==> src/rtl/muldiv_if.sv <==
// Request/response handshake bundle for the iterative multiply/divide sequencer.
// The master modport is the requester side and the slave modport is the sequencer side.
interface muldiv_if #(
  parameter int unsigned XLEN = 32
);
  logic            req_valid;
  logic            req_ready;
  logic [1:0]      req_op;
  logic [XLEN-1:0] req_a;
  logic [XLEN-1:0] req_b;
  logic            resp_valid;
  logic            resp_ready;
  logic [XLEN-1:0] resp_data;

  modport master (
    output req_valid, req_op, req_a, req_b, resp_ready,
    input  req_ready, resp_valid, resp_data
  );

  modport slave (
    input  req_valid, req_op, req_a, req_b, resp_ready,
    output req_ready, resp_valid, resp_data
  );
endinterface

==> src/rtl/muldiv_seq.sv <==
// Iterative unsigned MUL/MULHU/DIVU/REMU sequencer that borrows the shared ALU for 32 cycles.
// Define MULDIV_FASTPATH_EN to short-circuit b==1 and a==0 requests straight to DONE.
module muldiv_seq #(
  parameter int unsigned XLEN = 32
) (
  input  logic            clk,
  input  logic            rst,
  muldiv_if.slave         bus,
  output logic            busy,
  output logic [XLEN-1:0] alu_a,
  output logic [XLEN-1:0] alu_b,
  output logic [3:0]      alu_op,
  input  logic [XLEN-1:0] alu_result
);

  typedef enum logic [1:0] {StIdle, StRun, StDone} state_e;

  localparam logic [3:0] AluAdd = 4'b0000;
  localparam logic [3:0] AluSub = 4'b0001;

  state_e          state_q, state_d;
  logic [1:0]      op_q, op_d;
  logic [4:0]      cnt_q, cnt_d;
  // hi/lo hold {hi,lo} for multiply and {rem,quo} for divide; opnd is mcand or divisor.
  logic [XLEN-1:0] hi_q, hi_d;
  logic [XLEN-1:0] lo_q, lo_d;
  logic [XLEN-1:0] opnd_q, opnd_d;
  logic [XLEN-1:0] resp_q, resp_d;

  logic            short_hit;
  logic [XLEN-1:0] short_val;
  logic [XLEN:0]   sh;
  logic            carry;
  logic            q_bit;

  // Requests that resolve without iterating; divide-by-zero always wins.
  always_comb begin
    short_hit = 1'b0;
    short_val = {XLEN{1'b0}};
    if (bus.req_op[1] && (bus.req_b == {XLEN{1'b0}})) begin
      short_hit = 1'b1;
      short_val = bus.req_op[0] ? bus.req_a : {XLEN{1'b1}};
    end
`ifdef MULDIV_FASTPATH_EN
    else if (bus.req_b == {{(XLEN-1){1'b0}}, 1'b1}) begin
      short_hit = 1'b1;
      short_val = bus.req_op[0] ? {XLEN{1'b0}} : bus.req_a;
    end else if (bus.req_a == {XLEN{1'b0}}) begin
      short_hit = 1'b1;
      short_val = {XLEN{1'b0}};
    end
`endif
  end

  always_comb begin
    state_d = state_q;
    op_d    = op_q;
    cnt_d   = cnt_q;
    hi_d    = hi_q;
    lo_d    = lo_q;
    opnd_d  = opnd_q;
    resp_d  = resp_q;
    alu_a   = {XLEN{1'b0}};
    alu_b   = {XLEN{1'b0}};
    alu_op  = AluAdd;
    sh      = {hi_q, lo_q[XLEN-1]};
    carry   = 1'b0;
    q_bit   = 1'b0;

    unique case (state_q)
      StIdle: begin
        if (bus.req_valid) begin
          op_d  = bus.req_op;
          cnt_d = 5'd0;
          hi_d  = {XLEN{1'b0}};
          if (bus.req_op[1]) begin
            lo_d   = bus.req_a;
            opnd_d = bus.req_b;
          end else begin
            lo_d   = bus.req_b;
            opnd_d = bus.req_a;
          end
          if (short_hit) begin
            state_d = StDone;
            resp_d  = short_val;
          end else begin
            state_d = StRun;
          end
        end
      end
      StRun: begin
        if (!op_q[1]) begin
          alu_a  = hi_q;
          alu_b  = lo_q[0] ? opnd_q : {XLEN{1'b0}};
          alu_op = AluAdd;
          carry  = (alu_result < alu_a);
          hi_d   = {carry, alu_result[XLEN-1:1]};
          lo_d   = {alu_result[0], lo_q[XLEN-1:1]};
        end else begin
          alu_a  = sh[XLEN-1:0];
          alu_b  = opnd_q;
          alu_op = AluSub;
          // 33-bit compare: the shifted remainder can exceed 32 bits.
          q_bit  = (sh >= {1'b0, opnd_q});
          hi_d   = q_bit ? alu_result : sh[XLEN-1:0];
          lo_d   = {lo_q[XLEN-2:0], q_bit};
        end
        cnt_d = cnt_q + 5'd1;
        if (cnt_q == 5'd31) begin
          state_d = StDone;
          // op[0] selects the upper word (MULHU) or remainder (REMU).
          resp_d  = op_q[0] ? hi_d : lo_d;
        end
      end
      StDone: begin
        if (bus.resp_ready) begin
          state_d = StIdle;
        end
      end
      default: state_d = StIdle;
    endcase
  end

  always_ff @(posedge clk) begin
    if (rst) begin
      state_q <= StIdle;
      op_q    <= 2'b00;
      cnt_q   <= 5'd0;
      hi_q    <= {XLEN{1'b0}};
      lo_q    <= {XLEN{1'b0}};
      opnd_q  <= {XLEN{1'b0}};
      resp_q  <= {XLEN{1'b0}};
    end else begin
      state_q <= state_d;
      op_q    <= op_d;
      cnt_q   <= cnt_d;
      hi_q    <= hi_d;
      lo_q    <= lo_d;
      opnd_q  <= opnd_d;
      resp_q  <= resp_d;
    end
  end

  assign bus.req_ready  = (state_q == StIdle);
  assign bus.resp_valid = (state_q == StDone);
  assign bus.resp_data  = resp_q;
  assign busy           = (state_q != StIdle);

endmodule

==> src/flat_wrapper.sv <==
// flat-port wrapper written by rule: the top's interface ports become plain ports
module muldiv_seq_flat 
#(
  parameter int unsigned XLEN = 32
)
  (clk, rst, busy, alu_a, alu_b, alu_op, alu_result, bus_req_valid, bus_req_op, bus_req_a, bus_req_b, bus_resp_ready, bus_req_ready, bus_resp_valid, bus_resp_data);
  muldiv_if #(.XLEN(XLEN)) bus_i ();
  input  logic clk;
  input  logic rst;
  output logic busy;
  output logic [XLEN-1:0] alu_a;
  output logic [XLEN-1:0] alu_b;
  output logic [3:0] alu_op;
  input  logic [XLEN-1:0] alu_result;
  input wire logic [$bits(bus_i.req_valid)-1:0] bus_req_valid;
  input wire logic [$bits(bus_i.req_op)-1:0] bus_req_op;
  input wire logic [$bits(bus_i.req_a)-1:0] bus_req_a;
  input wire logic [$bits(bus_i.req_b)-1:0] bus_req_b;
  input wire logic [$bits(bus_i.resp_ready)-1:0] bus_resp_ready;
  output wire logic [$bits(bus_i.req_ready)-1:0] bus_req_ready;
  output wire logic [$bits(bus_i.resp_valid)-1:0] bus_resp_valid;
  output wire logic [$bits(bus_i.resp_data)-1:0] bus_resp_data;
  assign bus_i.req_valid = bus_req_valid;
  assign bus_i.req_op = bus_req_op;
  assign bus_i.req_a = bus_req_a;
  assign bus_i.req_b = bus_req_b;
  assign bus_i.resp_ready = bus_resp_ready;
  assign bus_req_ready = bus_i.req_ready;
  assign bus_resp_valid = bus_i.resp_valid;
  assign bus_resp_data = bus_i.resp_data;
  muldiv_seq #(.XLEN(XLEN)) u_core (.clk(clk), .rst(rst), .bus(bus_i), .busy(busy), .alu_a(alu_a), .alu_b(alu_b), .alu_op(alu_op), .alu_result(alu_result));
endmodule
==> config.mk <==
export PLATFORM = sky130hd
export DESIGN_NAME = muldiv_seq_flat
export DESIGN_NICKNAME = d
export VERILOG_FILES = /design/src/rtl/muldiv_if.sv /design/src/rtl/muldiv_seq.sv /design/src/flat_wrapper.sv
export SDC_FILE = /design/constraint.sdc
export NUM_CORES = 1
export LEC_CHECK = 0
export CAP_MARGIN = 20
export CORE_ASPECT_RATIO = 0.75
export CORE_UTILIZATION = 26
export CTS_BUF_LIST = sky130_fd_sc_hd__clkbuf_8 sky130_fd_sc_hd__clkbuf_16
export CTS_CLUSTER_DIAMETER = 60
export CTS_CLUSTER_SIZE = 10
export DETAILED_ROUTE_END_ITERATION = 7
export HOLD_SLACK_MARGIN = 0.02
export SYNTH_ARGS = -nofsm -noshare
export SYNTH_HDL_FRONTEND = slang
export SYNTH_SLANG_ARGS = --single-unit
==> constraint.sdc <==
create_clock -name clk -period 6.9 [get_ports clk]
set_clock_uncertainty 0.2 [all_clocks]
set_input_delay 1.38 -clock clk [delete_from_list [all_inputs] [get_ports clk]]
set_output_delay 1.38 -clock clk [all_outputs]
set_load 0.02 [all_outputs]
==> metrics.txt, run 1 <==
status=finished clean; Setup CP Type=flop to output pin; layout cells sized above 1=around 4.7%; Final Wtd Congestion=between 0.9 and 1; critical path endpoint category=output pin; Seq cells post-synth=137; post-CTS setup buffers=0; Placed Area=around 0.012 mm^2; critical path cell sequence=nand2b_4, buf_4, nor2_1, clkdlybuf4s50_1; Crit path required time=5.32 ns; critical path's slowest cell=nand2b_4; hold path startpoint=u_core.lo_q[22]$_SDFFE_PP0P_; Reg2Reg Depth=10; post-route ant nets=0; Hold Path Stages=2; PortBufs=201; sequential area share after synthesis=28.2%; final worst setup slack=2.32 ns; n_diodes=0; final hold viol count=0; power density cells=around 240 mW/mm^2; Final Cell Area=0.0127 mm^2; area share of the largest cell type after synthesis=roughly 28%; P_sw=1.14 mW; Die X=approximately 230 um; RR Endpoint=u_core.bus.resp_data[8]$_SDFFE_PP0P_; H-tree depth=4; clock transition at the registers of the reported paths=about 0.060 ns; total die area=0.0382 mm^2; DR vias=10156; Mapped Cells=1282; WP buf/inv=2; dominant cells by area after synthesis=dfxtp_1 (28%), mux2i_1 (17%), nor2_1 (8.7%), ha_1 (8.4%), a21oi_1 (4.4%); Final min period=around 4.6 ns; Clk pwr share=31.2%; # resized after CTS=0; Synth Flop Type=dfxtp_1; r2r setup slk=2.93 ns; Worst-Skew Late Latency=0.43 ns; DP HPWL=around 31000 um; Slew HR=27.0%; DP Worst Slack=2.15 ns; RSZ-0062 raised after global routing=no; worst min path class=flop to flop; synth warn=0; number of global-route vias before repair=between 9000 and 10000; Sw Share=38.3%; Netlist cell types=54; Initial Util=about 27%; routed len/inst=21.3 um; total CTS buffers=17; GR Overflow Total=0; max_cap viols=0; row count=60; DR vias/cell=5.26; Worst Tran Pin Value=around 1.1 ns; final core occ=a little over a third; Layout area overhead=30.4%; Core ar.=0.0363 mm^2; Leak Pwr=4.87 nW; Arr. time, crit path=3.00 ns; ys async rst share=0%; crit start category=flop; CTS tree=yes; largest area contributor in the netlist=dfxtp_1; final setup fails=0; CTS sink cnt=137; r2r startpoint=u_core.hi_q[9]$_SDFFE_PP0P_; Slew Limit Fails=0; Crit path largest cell delay=just under 0.7 ns; crit path max fanout=around 70; Post-Syn Area=0.00973 mm^2; Hold EP=u_core.lo_q[22]$_SDFFE_PP0P_; Int Pwr=1.84 mW; DRC viols=0; WP depth=4; Flop pwr share=~33%; Detailed Route WL=approximately 41000 um; overall power=about 3.0 mW; largest net degree at the start of global routing=72; root buf cell=clkbuf_16; most frequent cell after synthesis=nor2_1; Die Y=170 um; Longest Clk Path Bufs=2; Final nets=1589; Fmax=0.218 GHz; Avg Inst Size Synth=7.59 um^2; Hold Buf Count CTS=0; io pins=205; drt first pass iters=5; Iteration-0 DRC Markers=around 920; first-pass GRT wire length=61000 um; Synth top cells by count=nor2_1 (226), mux2i_1 (161), dfxtp_1 (137), nand2_1 (106), a21oi_1 (85); Total GRT Usage=21.2%; Logic pwr share=35.5%; antenna violations before repair=0; Final Cycle Share=66.4%; Worst VDD drop=162 uV; Top delay family on crit path=buffers and inverters; Setup TNS Final=0 ns; EDFF count, synth=0
## cell families (layout without fill, tap and decap cells)
logic type	count (synthesis)	count (layout)	share of synthesized area (%)
and+or+nand+nor	452	452	19.8
AOI/OAI and AO/OA	293	293	19.6
buffers and inverters	170	321	7.19
muxes	162	162	16.7
DFF	137	137	28.2
adders and majority gates	65	65	8.36
xor gates and xnor gates	2	2	0.180
other	1	3	0.0386
## cells in the final DEF, fill, tap and decap left out, drive strengths merged, types with 3 or more instances in the layout
master	netlist	routed
nor2	226	226
clkdlybuf4s50	0	199
mux2i	161	161
dfxtp	137	137
nand2	106	106
a21oi	86	86
inv	69	73
ha	65	65
o21ai	47	47
nand3	38	38
nor3	38	38
a211oi	35	35
a22oi	33	33
o22ai	31	31
o31a	28	28
buf	38	20
clkbuf	62	20
nand4	14	14
nor4	11	11
a21o	9	9
nor2b	5	5
clkinv	1	5
nand2b	4	4
a211o	3	3
o211ai	3	3
o211a	3	3
conb	1	3
clkinvlp	0	3
## power groups by stage
stage / registers, mW / clock network [mW] / logic, mW
after floorplan: 0.985 / 0 / 0.672
after global placement: 1.00 / 0 / 1.03
after detailed placement: 1.01 / 0 / 1.04
after CTS: 0.988 / 0.938 / 1.05
after global routing: 1.00 / 0.972 / 1.15
final: 0.992 / 0.933 / 1.06
## layout make-up
class	instances	area [um^2]
clock inverters	12	111
fillers	3832	23600
flip-flops and latches	137	2750
well taps	496	621
multi-input cells	977	6320
inverters	70	263
repair buffers	219	2140
clock buffers	20	478
## metal layers
metal	GRT usage, %	vias to the layer above	wire length (um)
li1	-	4817	-
met4	7.13	0	1220
met5	0	-	0
met2	31.4	397	17700
met3	3.74	56	2780
met1	30.6	4886	19300
## worst reg2reg max path: stages, from the launching register on
cell and delay, ns:
dfxtp_1 0.47, ha_1 0.31, a21oi_1 0.16, o21ai_1 0.11, a221oi_1 0.37, a31oi_2 0.20
nor4_4 0.63, buf_4 0.57, mux2i_1 0.39, nor2_1 0.16, o31a_1 0.31
## stage by stage
step / instances / hold WS (ns)
2_1_floorplan: 1284 / 0.248
3_3_place_gp: 1899 / 0.262
3_5_place_dp: 1899 / 0.267
4_1_cts: 1931 / 0.276
5_1_grt: 1931 / 0.296
6_report: 1931 / 0.275
## sequential cells by signal, indices dropped and copies added, names as in the netlist
name,flops
u_core.bus.resp_data,32
u_core.opnd_q,32
u_core.state_q,2
u_core.hi_q,32
u_core.lo_q,32
u_core.cnt_q,5
u_core.op_q,2
## how the worst max path moves through the flow
| stage | from | to | slack [ns] |
|---|---|---|---|
| after floorplan | alu_result[9] | u_core.hi_q[31]$_SDFFE_PP0P_ | 3.42 |
| after global placement | bus_req_b[11] | u_core.bus.resp_data[31]$_SDFFE_PP0P_ | 2.14 |
| after detailed placement | bus_req_b[12] | u_core.bus.resp_data[31]$_SDFFE_PP0P_ | 2.15 |
| after CTS | u_core.state_q[1]$_SDFFE_PP0P_ | alu_a[4] | 2.32 |
| after global routing | u_core.state_q[1]$_SDFFE_PP0P_ | alu_a[22] | 2.12 |
| final | u_core.state_q[1]$_SDFFE_PP0P_ | alu_a[19] | 2.32 |
Power figures use the tool's default switching activity.
==> run 2: changes to the inputs <==
- clock period: 6.9 -> 4.5 ns (I/O delays scaled with it)
==> metrics.txt, run 2 (synthesized netlist as in run 1, its figures left out) <==
Final Wtd Congestion=1.01; clock transition at the registers of the reported paths=0.06 ns; post-CTS setup buffers=0; Int Pwr=2.90 mW; Flop pwr share=32.3%; Fmax=0.262 GHz; RSZ-0062 raised after global routing=no; Longest Clk Path Bufs=2; Logic pwr share=35.5%; final core occ=35.3%; DR vias/cell=5.23; Slew Limit Fails=0; commonest non-fill, non-tap cell in the layout=nor2_1; Worst VDD drop=264 uV; Initial Util=between 20% and 30%; Worst Setup EP=alu_b[19]; # resized after CTS=0; hold_ws=between 0.2 and 0.3 ns; max_cap viols=0; routed len/inst=21.3 um; root buf cell=clkbuf_16; Worst Tran Pin Value=1.14 ns; Final Cycle Share=84.8%; WP depth=3; crit start category=flop; largest net degree at the start of global routing=66; final setup fails=0; Crit path required time=roughly 3.4 ns; worst min path class=flop to flop; Detailed Route WL=41500 um; Iteration-0 DRC Markers=~860; antenna violations before repair=3; Total GRT Usage=a little over a fifth; Arr. time, crit path=2.72 ns; Placed Area=0.0122 mm^2; CTS tree=yes; total CTS buffers=17; Die Y=roughly 170 um; Hold Buf Count CTS=0; GR Overflow Total=0; Final nets=1599; Final Cell Area=0.0128 mm^2; Final min period=3.82 ns; origin of the worst setup path=u_core.state_q[0]$_SDFFE_PP0P_; Die X=~230 um; DP Worst Slack=between 0.4 and 0.5 ns; Leak Pwr=4.94 nW; Layout area overhead=31.8%; Core ar.=0.0363 mm^2; Reg2Reg Depth=10; Setup TNS Final=0 ns; H-tree depth=4; number of global-route vias before repair=just under 10000; DRC viols=0; r2r setup slk=approximately 0.75 ns; P_sw=1.79 mW; layout cells sized above 1=5.33%; r2r startpoint=u_core.hi_q[11]$_SDFFE_PP0P_; final worst setup slack=0.683 ns; status=finished clean; total die area=0.0382 mm^2; power density cells=366 mW/mm^2; Crit path largest cell delay=roughly 0.7 ns; Top delay family on crit path=simple AND/OR/NAND/NOR gates; final hold viol count=0; Clk pwr share=32.2%; RR Endpoint=u_core.bus.resp_data[10]$_SDFFE_PP0P_; DP HPWL=around 32000 um; WP buf/inv=1; DR vias=10163; Setup CP Type=flop to output pin; critical path endpoint category=output pin; most frequent cells in the layout=nor2_1 (223), clkdlybuf4s50_1 (199), mux2i_1 (161), dfxtp_1 (136), nand2_1 (106); CTS sink cnt=137; io pins=around 210; first-pass GRT wire length=approximately 60000 um; Slew HR=23.7%; Worst-Skew Late Latency=approximately 0.44 ns; PortBufs=201; crit path max fanout=65; drt first pass iters=6; Sw Share=38.1%; post-route ant nets=0; critical path's slowest cell=clkdlybuf4s50_1; row count=60; critical path cell sequence=nand2b_4, nor3_1, clkdlybuf4s50_1
==> run 2: tightest hold or removal path: cells and delay by family (launching register included) <==
| family | cells | cell delay (ns) |
|---|---|---|
| compound gates | 1 | 0.05 |
| flops | 1 | 0.32 |
| simple gates | 1 | 0.05 |
==> run 2: worst min-delay path by stage <==
stage                                      start                      endpoint  slack [ns]  cells past startpoint
finish               u_core.lo_q[4]$_SDFFE_PP0P_   u_core.lo_q[4]$_SDFFE_PP0P_        0.28                      2
global placement    u_core.lo_q[21]$_SDFFE_PP0P_  u_core.lo_q[21]$_SDFFE_PP0P_        0.26                      2
CTS                  u_core.lo_q[4]$_SDFFE_PP0P_   u_core.lo_q[4]$_SDFFE_PP0P_        0.27                      2
floorplan           u_core.lo_q[10]$_SDFFE_PP0P_  u_core.lo_q[10]$_SDFFE_PP0P_        0.25                      2
global route        u_core.lo_q[29]$_SDFFE_PP0P_  u_core.lo_q[29]$_SDFFE_PP0P_        0.29                      2
detailed placement  u_core.lo_q[29]$_SDFFE_PP0P_  u_core.lo_q[29]$_SDFFE_PP0P_        0.26                      2
==> run 2: routing by layer <==
metal	routed length [um]	vias up	GRT usage, %	part of all wire (%)
li1	-	4858	-	-
met1	19900	4807	31.1	48
met2	17800	445	31.7	43
met3	2660	53	3.34	6.4
met4	1170	0	7.57	2.8
met5	0	-	0	0
==> run 2: cell type report <==
cell class / count / area (um^2)
Multi-Input combinational cell: 977 / 6320
Timing Repair Buffer: 229 / 2240
Fill cell: 3844 / 23500
Clock inverter: 15 / 191
Clock buffer: 17 / 425
Antenna cell: 3 / 7.51
Sequential cell: 137 / 2750
Inverter: 70 / 263
Tap cell: 496 / 621
==> run 2: power by group through the flow <==
stage,logic [mW],registers (mW),clock network [mW]
after global placement,1.62,1.53,0
after global routing,1.80,1.53,1.57
after floorplan,1.03,1.51,0
after CTS,1.64,1.51,1.51
final,1.67,1.51,1.51
after detailed placement,1.63,1.53,0
==> run 2: per-stage QoR <==
step | std cells | power (mW)
4_1_cts | 1941 | 4.66
2_1_floorplan | 1284 | 2.54
3_3_place_gp | 1909 | 3.15
5_1_grt | 1944 | 4.89
3_5_place_dp | 1909 | 3.17
6_report | 1944 | 4.69
